**src/rtl/cpu_pkg.sv**
```systemverilog
// Shared core constants: immediate-extension mode encodings and default widths.
package cpu_pkg;

    localparam logic [1:0] EXT_SIGN   = 2'b00;
    localparam logic [1:0] EXT_ZERO   = 2'b01;
    localparam logic [1:0] EXT_UPPER  = 2'b10;
    localparam logic [1:0] EXT_BRANCH = 2'b11;

    localparam int unsigned IMM_W  = 16;
    localparam int unsigned DATA_W = 32;

endpackage

```
**src/rtl/imm_extend_pipe_if.sv**
```systemverilog
// Decode-to-execute immediate bus: input beat, flush and result beat.
// master = the stage driving beats and consuming results, slave = the extension unit.
interface imm_extend_pipe_if
    import cpu_pkg::*;
#(
    parameter int unsigned IN_W  = IMM_W,
    parameter int unsigned OUT_W = DATA_W,
    parameter int unsigned TAG_W = 5
);

    logic             in_valid;
    logic             in_ready;
    logic [IN_W-1:0]  in_imm;
    logic [1:0]       in_mode;
    logic [TAG_W-1:0] in_tag;
    logic             flush;
    logic             out_valid;
    logic             out_ready;
    logic [OUT_W-1:0] out_data;
    logic [TAG_W-1:0] out_tag;

    modport master (
        output in_valid, in_imm, in_mode, in_tag, flush, out_ready,
        input  in_ready, out_valid, out_data, out_tag
    );

    modport slave (
        input  in_valid, in_imm, in_mode, in_tag, flush, out_ready,
        output in_ready, out_valid, out_data, out_tag
    );

endinterface

```
**src/rtl/imm_ext_func.sv**
```systemverilog
// Combinational immediate extender; also used directly by the single-cycle core path.
module imm_ext_func
    import cpu_pkg::*;
#(
    parameter int unsigned IN_W  = IMM_W,
    parameter int unsigned OUT_W = DATA_W
) (
    input  logic [IN_W-1:0]  imm,
    input  logic [1:0]       mode,
    output logic [OUT_W-1:0] result
);

    logic [OUT_W-1:0] sext;

    // Select the extension; BRANCH drops the top two bits of the sign-extended value.
    always_comb begin
        sext   = {{(OUT_W-IN_W){imm[IN_W-1]}}, imm};
        result = sext;
        case (mode)
            EXT_SIGN:   result = sext;
            EXT_ZERO:   result = {{(OUT_W-IN_W){1'b0}}, imm};
            EXT_UPPER:  result = {imm, {(OUT_W-IN_W){1'b0}}};
            EXT_BRANCH: result = {sext[OUT_W-3:0], 2'b00};
        endcase
    end

endmodule

```
**src/rtl/imm_extend_pipe.sv**
```systemverilog
// Pipelined immediate extender with valid/ready backpressure, flush and a sideband tag.
module imm_extend_pipe
    import cpu_pkg::*;
#(
    parameter int unsigned IN_W   = IMM_W,
    parameter int unsigned OUT_W  = DATA_W,
    parameter int unsigned STAGES = 1,
    parameter int unsigned TAG_W  = 5
) (
    input logic               clk,
    input logic               rst_n,
    imm_extend_pipe_if.slave  bus
);

    if (IN_W < 2 || OUT_W < IN_W + 2 || STAGES < 1 || STAGES > 3) begin : g_param_check
        $error("imm_extend_pipe: illegal IN_W/OUT_W/STAGES combination");
    end

    logic [OUT_W-1:0]  ext_data;
    logic [STAGES-1:0] advance;

    logic             valid_q [STAGES];
    logic [OUT_W-1:0] data_q  [STAGES];
    logic [TAG_W-1:0] tag_q   [STAGES];

    logic             src_valid [STAGES];
    logic [OUT_W-1:0] src_data  [STAGES];
    logic [TAG_W-1:0] src_tag   [STAGES];

    imm_ext_func #(
        .IN_W  (IN_W),
        .OUT_W (OUT_W)
    ) u_ext (
        .imm    (bus.in_imm),
        .mode   (bus.in_mode),
        .result (ext_data)
    );

    // A stage may load when it is empty or its contents move on; chained back from the output.
    always_comb begin
        advance = '0;
        advance[STAGES-1] = !valid_q[STAGES-1] || bus.out_ready;
        for (int k = int'(STAGES) - 2; k >= 0; k--) begin
            advance[k] = !valid_q[k] || advance[k+1];
        end
    end

    for (genvar k = 0; k < STAGES; k++) begin : g_stage
        if (k == 0) begin : g_src
            // While stage 0 may load and flush is low, in_ready is high, so in_valid is the transfer.
            assign src_valid[k] = bus.in_valid;
            assign src_data[k]  = ext_data;
            assign src_tag[k]   = bus.in_tag;
        end else begin : g_src
            assign src_valid[k] = valid_q[k-1];
            assign src_data[k]  = data_q[k-1];
            assign src_tag[k]   = tag_q[k-1];
        end

        // Stage register: flush drops valids only; payload loads only on an advance with a beat.
        always_ff @(posedge clk or negedge rst_n) begin
            if (!rst_n) begin
                valid_q[k] <= 1'b0;
                data_q[k]  <= '0;
                tag_q[k]   <= '0;
            end else if (bus.flush) begin
                valid_q[k] <= 1'b0;
            end else if (advance[k]) begin
                valid_q[k] <= src_valid[k];
                if (src_valid[k]) begin
                    data_q[k] <= src_data[k];
                    tag_q[k]  <= src_tag[k];
                end
            end
        end
    end

    assign bus.in_ready  = !bus.flush && advance[0];
    assign bus.out_valid = valid_q[STAGES-1];
    assign bus.out_data  = data_q[STAGES-1];
    assign bus.out_tag   = tag_q[STAGES-1];

endmodule

```
**src/flat_wrapper.sv**
```systemverilog
// flat-port wrapper written by rule: the top's interface ports become plain ports
module imm_extend_pipe_flat import cpu_pkg::*;
#(
    parameter int unsigned IN_W   = IMM_W,
    parameter int unsigned OUT_W  = DATA_W,
    parameter int unsigned STAGES = 1,
    parameter int unsigned TAG_W  = 5
)
  (clk, rst_n, bus_in_valid, bus_in_imm, bus_in_mode, bus_in_tag, bus_flush, bus_out_ready, bus_in_ready, bus_out_valid, bus_out_data, bus_out_tag);
  imm_extend_pipe_if #(.IN_W(IN_W), .OUT_W(OUT_W), .TAG_W(TAG_W)) bus_i ();
  input logic clk;
  input logic rst_n;
  input wire logic [$bits(bus_i.in_valid)-1:0] bus_in_valid;
  input wire logic [$bits(bus_i.in_imm)-1:0] bus_in_imm;
  input wire logic [$bits(bus_i.in_mode)-1:0] bus_in_mode;
  input wire logic [$bits(bus_i.in_tag)-1:0] bus_in_tag;
  input wire logic [$bits(bus_i.flush)-1:0] bus_flush;
  input wire logic [$bits(bus_i.out_ready)-1:0] bus_out_ready;
  output wire logic [$bits(bus_i.in_ready)-1:0] bus_in_ready;
  output wire logic [$bits(bus_i.out_valid)-1:0] bus_out_valid;
  output wire logic [$bits(bus_i.out_data)-1:0] bus_out_data;
  output wire logic [$bits(bus_i.out_tag)-1:0] bus_out_tag;
  assign bus_i.in_valid = bus_in_valid;
  assign bus_i.in_imm = bus_in_imm;
  assign bus_i.in_mode = bus_in_mode;
  assign bus_i.in_tag = bus_in_tag;
  assign bus_i.flush = bus_flush;
  assign bus_i.out_ready = bus_out_ready;
  assign bus_in_ready = bus_i.in_ready;
  assign bus_out_valid = bus_i.out_valid;
  assign bus_out_data = bus_i.out_data;
  assign bus_out_tag = bus_i.out_tag;
  imm_extend_pipe #(.IN_W(IN_W), .OUT_W(OUT_W), .STAGES(STAGES), .TAG_W(TAG_W)) u_core (.clk(clk), .rst_n(rst_n), .bus(bus_i));
endmodule
```
**config.mk**
```make
export PLATFORM = sky130hd
export DESIGN_NAME = imm_extend_pipe_flat
export DESIGN_NICKNAME = d
export VERILOG_FILES = /design/src/rtl/cpu_pkg.sv /design/src/rtl/imm_extend_pipe_if.sv /design/src/rtl/imm_ext_func.sv /design/src/rtl/imm_extend_pipe.sv /design/src/flat_wrapper.sv
export SDC_FILE = /design/constraint.sdc
export NUM_CORES = 1
export LEC_CHECK = 0
export BUFFER_PORTS_ARGS = -buffer_cell sky130_fd_sc_hd__clkbuf_2
export CAP_MARGIN = 30
export CORE_ASPECT_RATIO = 0.8
export CORE_MARGIN = 1.5
export CORE_UTILIZATION = 45
export DETAILED_ROUTE_END_ITERATION = 6
export PLACE_DENSITY = 0.74
export SLEW_MARGIN = 10
export SYNTH_ARGS = -nofsm -noshare
export SYNTH_HDL_FRONTEND = slang
export SYNTH_SLANG_ARGS = --single-unit
```
**constraint.sdc**
```tcl
create_clock -name clk -period 3.1 [get_ports clk]
set_input_delay 0.62 -clock clk [delete_from_list [all_inputs] [get_ports clk]]
set_output_delay 0.62 -clock clk [all_outputs]
set_load 0.05 [all_outputs]
```
* Yosys cells after proc, flatten, opt, wreduce, memory -nomap -nowiden
Cells that the tools add are included.
W data, S select, Z words.
** Cells by class
- Reductions and logical operators :: 7
- Equality and inequality tests :: 3
- Mux-type cells :: 3
- Bitwise logic cells :: 1
** Operators by type and width (count)
- $pmux W32 S4 :: 1
- $eq A2 B2 Y1 const B :: 2
- $reduce_and A3 Y1 :: 1
- $eq A2 B1 Y1 const B :: 1
- $logic_not A1 Y1 :: 2
- $logic_not A2 Y1 :: 1
- $mux W1 :: 2
- $reduce_bool A2 Y1 :: 1
- $logic_and A1 B1 Y1 :: 1
- $logic_or A1 B1 Y1 :: 1
- $not A1 Y1 :: 1
** Storage, ports and cells
- Bits of input ports :: 28
- Flip-flop bits (word level) :: 38

* Longest topological paths before layout
- Depth after elaboration :: 4
- Depth in mapped cells :: 5
- Gate-level depth less buffers :: 3

* Cells and area by module
A second synthesis with hierarchy kept.
** Second synthesis, totals
- Cells, all modules :: 144
- Area total of the unflattened synthesis :: 2100.8 um^2
** Modules (own cells, without submodules)
- imm_extend_pipe :: cells an instance 84, area each 1589.0 um^2, times used 1
- imm_ext_func :: cells an instance 60, area each 511.7 um^2, times used 1

* Least setup slack after synthesis
OpenSTA, ideal clock, no wires.
- Path type :: flip-flop to output port
- Start point :: register u_core.valid_q (netlist: u_core.bus.out_valid)
- End point :: output bus_in_ready
- Path buffers :: 0
- Arrival :: 1.455 ns
- Stages on the path, launching flop included :: 3
- Required time :: 2.480 ns
- Slack :: 1.025 ns
- Cells stage by stage :: dfrtp_1 > nor2b_1 > nor2_1
** On the way
- Cells in the longest elaborated chain, start to end :: 3
** RTL lines
- from (decl) :: line imm_extend_pipe.sv:22 : logic valid_q [STAGES];
- from (signal, indexed assignment) :: line imm_extend_pipe.sv:69 : valid_q[k] <= src_valid[k];
- $logic_not A1 Y1 :: line imm_extend_pipe.sv:42 : advance[STAGES-1] = !valid_q[STAGES-1] || bus.out_ready;
- $logic_or A1 B1 Y1 :: line imm_extend_pipe.sv:42
- $logic_and A1 B1 Y1 :: line imm_extend_pipe.sv:78 : assign bus.in_ready = !bus.flush && advance[0];
- to (decl) :: line flat_wrapper.sv:19 : output wire logic [$bits(bus_i.in_ready)-1:0] bus_in_ready;
Every way passes these cells.

* Final worst setup path
Ends and elaborated chain as after synthesis.

==> run_results.csv <==
group,metric,value,unit
global_route,grt_pass1_vias,1228,
clock_tree,cts_max_level,2,
clock_tree,cts_buffer_depth,2,
worst_setup_path,critPathSlowestCell,"dfrtp_1",
global_route,grtUsageTotal,0.189,
worst_setup_path,slowest_delay,0.43,ns
clock_tree,cts.sinks,38,
synth,synth_edf_count,0,
worst_setup_path,r2r_slack,1.58,ns
worst_setup_path,r2r_cells,3,
die,die_area,4460,µm²
detailed_routing,dr.pass1.iters,4,
clock_tree,cts_tree,"built",
synth,synthTopCellsByArea,"dfrtp_1 (52%), mux2_4 (11%), o22a_1 (6.7%)",
worst_setup_path,cp_max_fo,3,
synth,syn_area_per_cell,12.4,µm²
die,die-width,74.3,µm
sta,final_max_slew_viol_count,0,
synth,synthArstFlopShare,1.00,
layout,layout-drive-gt1-share,0.478,
synth,yosys_warnings,0,
outcome,status,"completed",
sta,rsz0062_at_grt,"false",
die,die_h,60.1,µm
detailed_routing,topRoutingLayerUsed,"met4",
detailed_routing,wl_met3,137,µm
sta,hold_violations,0,
sta,maxSlewHeadroom,0.620,
synth,synth_top_area_share,0.519,
detailed_routing,drt_iter0_markers,83,
detailed_routing,vias,1366,
worst_setup_path,r2r-start,"u_core.bus.out_valid",
placement,io_buffer_count,66,
sta,fmax,0.541,GHz
worst_setup_path,crit_type,"reg2out",
synth,post_synth_num_cell_types,25,
sta,fin_crit,1.85,ns
placement,place_hpwl,2790,µm
die,start_util,0.475,
global_route,antenna_found_initial,0,
clock_tree,clk_pin_slew,0.07,ns
clock_tree,cts_resized,0,
sta,setup_tns,0,ns
detailed_routing,wire_per_inst,14.7,µm
clock_tree,clk_latency,0.29,ns
placement,gp_congestion,0.821,
global_route,grt_pass1_wl,6150,µm
detailed_routing,drc,0,
worst_setup_path,crit_chain,"nor2b_1 -> nor2_1 -> clkbuf_2",
sta,setup-violations-final,0,
synth,synth_most_common_cell,"dfrtp_1",
detailed_routing,wl_met1,1960,µm
flow_run,maxCapViolCount,0,
detailed_routing,wl,3870,µm
clock_tree,cts_root_buf,"clkbuf_8",
synth,synth_top_cell_by_area,"dfrtp_1",
die,core_area,3850,µm²
detailed_routing,viasPerCell,5.17,
synth,synth.ff_latch_count,38,
synth,netlist_area,1830,µm²
worst_setup_path,critPathArrivalTime,1.23,ns
sta,tightest_slew,0.568,ns
layout,nets,238,
global_route,grt_max_degree,39,
clock_tree,cts_buffers,5,
die,num_rows,20,
worst_setup_path,worstSetupStartpointType,"register",
worst_setup_path,critPathRequiredTime,2.48,ns
clock_tree,cts_hold_buf,0,
synth,synth-main-ff-cell,"dfrtp_1",
sta,skew,0.00779,ns
sta,finalCritPeriodShare,0.596,
power_and_ir_drop,max-vdd-ir-drop,0.360,mV
worst_setup_path,cp-end-kind,"output port",
layout,diodes,0,
global_route,overflow,0,
synth,synth-seq-area-share,0.519,
synth,synth_nets,176,
power_and_ir_drop,powerDensity,694,nW/µm²
die,pin_count,67,
synth,synthTopCellsByCount,"dfrtp_1 (38), a21oi_1 (15), nand2_1 (15), o22a_1 (14)",
synth,syn_inst,148,
power_and_ir_drop,power_leakage,1.11,nW
clock_tree,postCtsSetupRepairBufs,0,
layout,syn_to_final_growth,22.2,%
worst_setup_path,timing.rr.end,"u_core.bus.out_data[31]",
detailed_routing,dr_wl_met2,1730,µm
layout,utilization,0.581,
hold_path,hp-class,"in2async",
detailed_routing,postRouteAntennaNets,0,
## logic make-up (layout without fill, tap and decap cells)
logic type      after synthesis  after routing  synth area share
buf+inv                      13             74            0.0540
compound gates               49             49             0.198
mux                          21             21             0.155
simple gates                 27             27            0.0738
flops                        38             38             0.519
## cell usage in the layout, fill, tap and decap left out, types with 2 or more instances in the layout
cell / count
clkbuf_2: 66
dfrtp_1: 38
nand2_1: 15
a21oi_1: 15
o22a_1: 14
mux2_4: 13
a22o_1: 13
mux2_2: 7
clkbuf_8: 6
nor2_1: 3
nand3_1: 3
a21boi_0: 3
and2_4: 2
a31o_2: 2
## registers in the layout, indices dropped and copies added (netlist names)
signal and cells:
u_core.bus.out_tag 5, u_core.bus.out_valid 1, u_core.bus.out_data 32
## critical path: cells and delay by family, from the launching register on
| family | cells | cell delay, ns |
|---|---|---|
| simple gates | 2 | 0.24 |
| flops | 1 | 0.43 |
| buf+inv | 1 | 0.27 |
## where the power goes
group          internal (mW)  total, mW  switching [mW]
Sequential             0.579      0.630          0.0504
Combinational          0.174      0.593           0.419
Clock                  0.171      0.331           0.159
Total                  0.925       1.55           0.628
## worst max-delay path by stage
stage / startpoint / endpoint / slack, ns / cells past startpoint
floorplan: u_core.bus.out_valid / bus_in_ready / 1.02 / 2
global placement: bus_in_mode[1] / u_core.bus.out_data[25] / 1.18 / 4
detailed placement: bus_flush / u_core.bus.out_tag[1] / 1.15 / 4
CTS: u_core.bus.out_valid / bus_in_ready / 1.24 / 3
global route: u_core.bus.out_valid / bus_in_ready / 1.18 / 3
finish: u_core.bus.out_valid / bus_in_ready / 1.25 / 3
## per-stage QoR
step | power [mW] | setup slack [ns] | hold slack [ns] | std cells | cell area [µm²]
2_1_floorplan | 1.09 | 1.02 | 0.324 | 148 | 1830
3_3_place_gp | 1.23 | 1.18 | 0.492 | 257 | 2140
3_5_place_dp | 1.23 | 1.15 | 0.497 | 257 | 2140
4_1_cts | 1.56 | 1.24 | 0.492 | 263 | 2220
5_1_grt | 1.62 | 1.18 | 0.172 | 264 | 2240
6_report | 1.55 | 1.25 | 0.168 | 264 | 2240
## per-layer routing
| layer | GRT usage | vias up |
|---|---|---|
| met5 | 0 | - |
| met4 | 0.0623 | 0 |
| met3 | 0.0455 | 7 |
| met2 | 0.272 | 29 |
| met1 | 0.280 | 664 |
| li1 | - | 666 |
## cell type report
cell class	count	area, µm²
Clock buffer	6	82.6
Sequential cell	38	951
Inverter	1	3.75
Fill cell	350	1620
Tap cell	55	68.8
Timing Repair Buffer	67	350
Multi-Input combinational cell	97	782
Note: power is estimated with default switching activity, not from simulation.
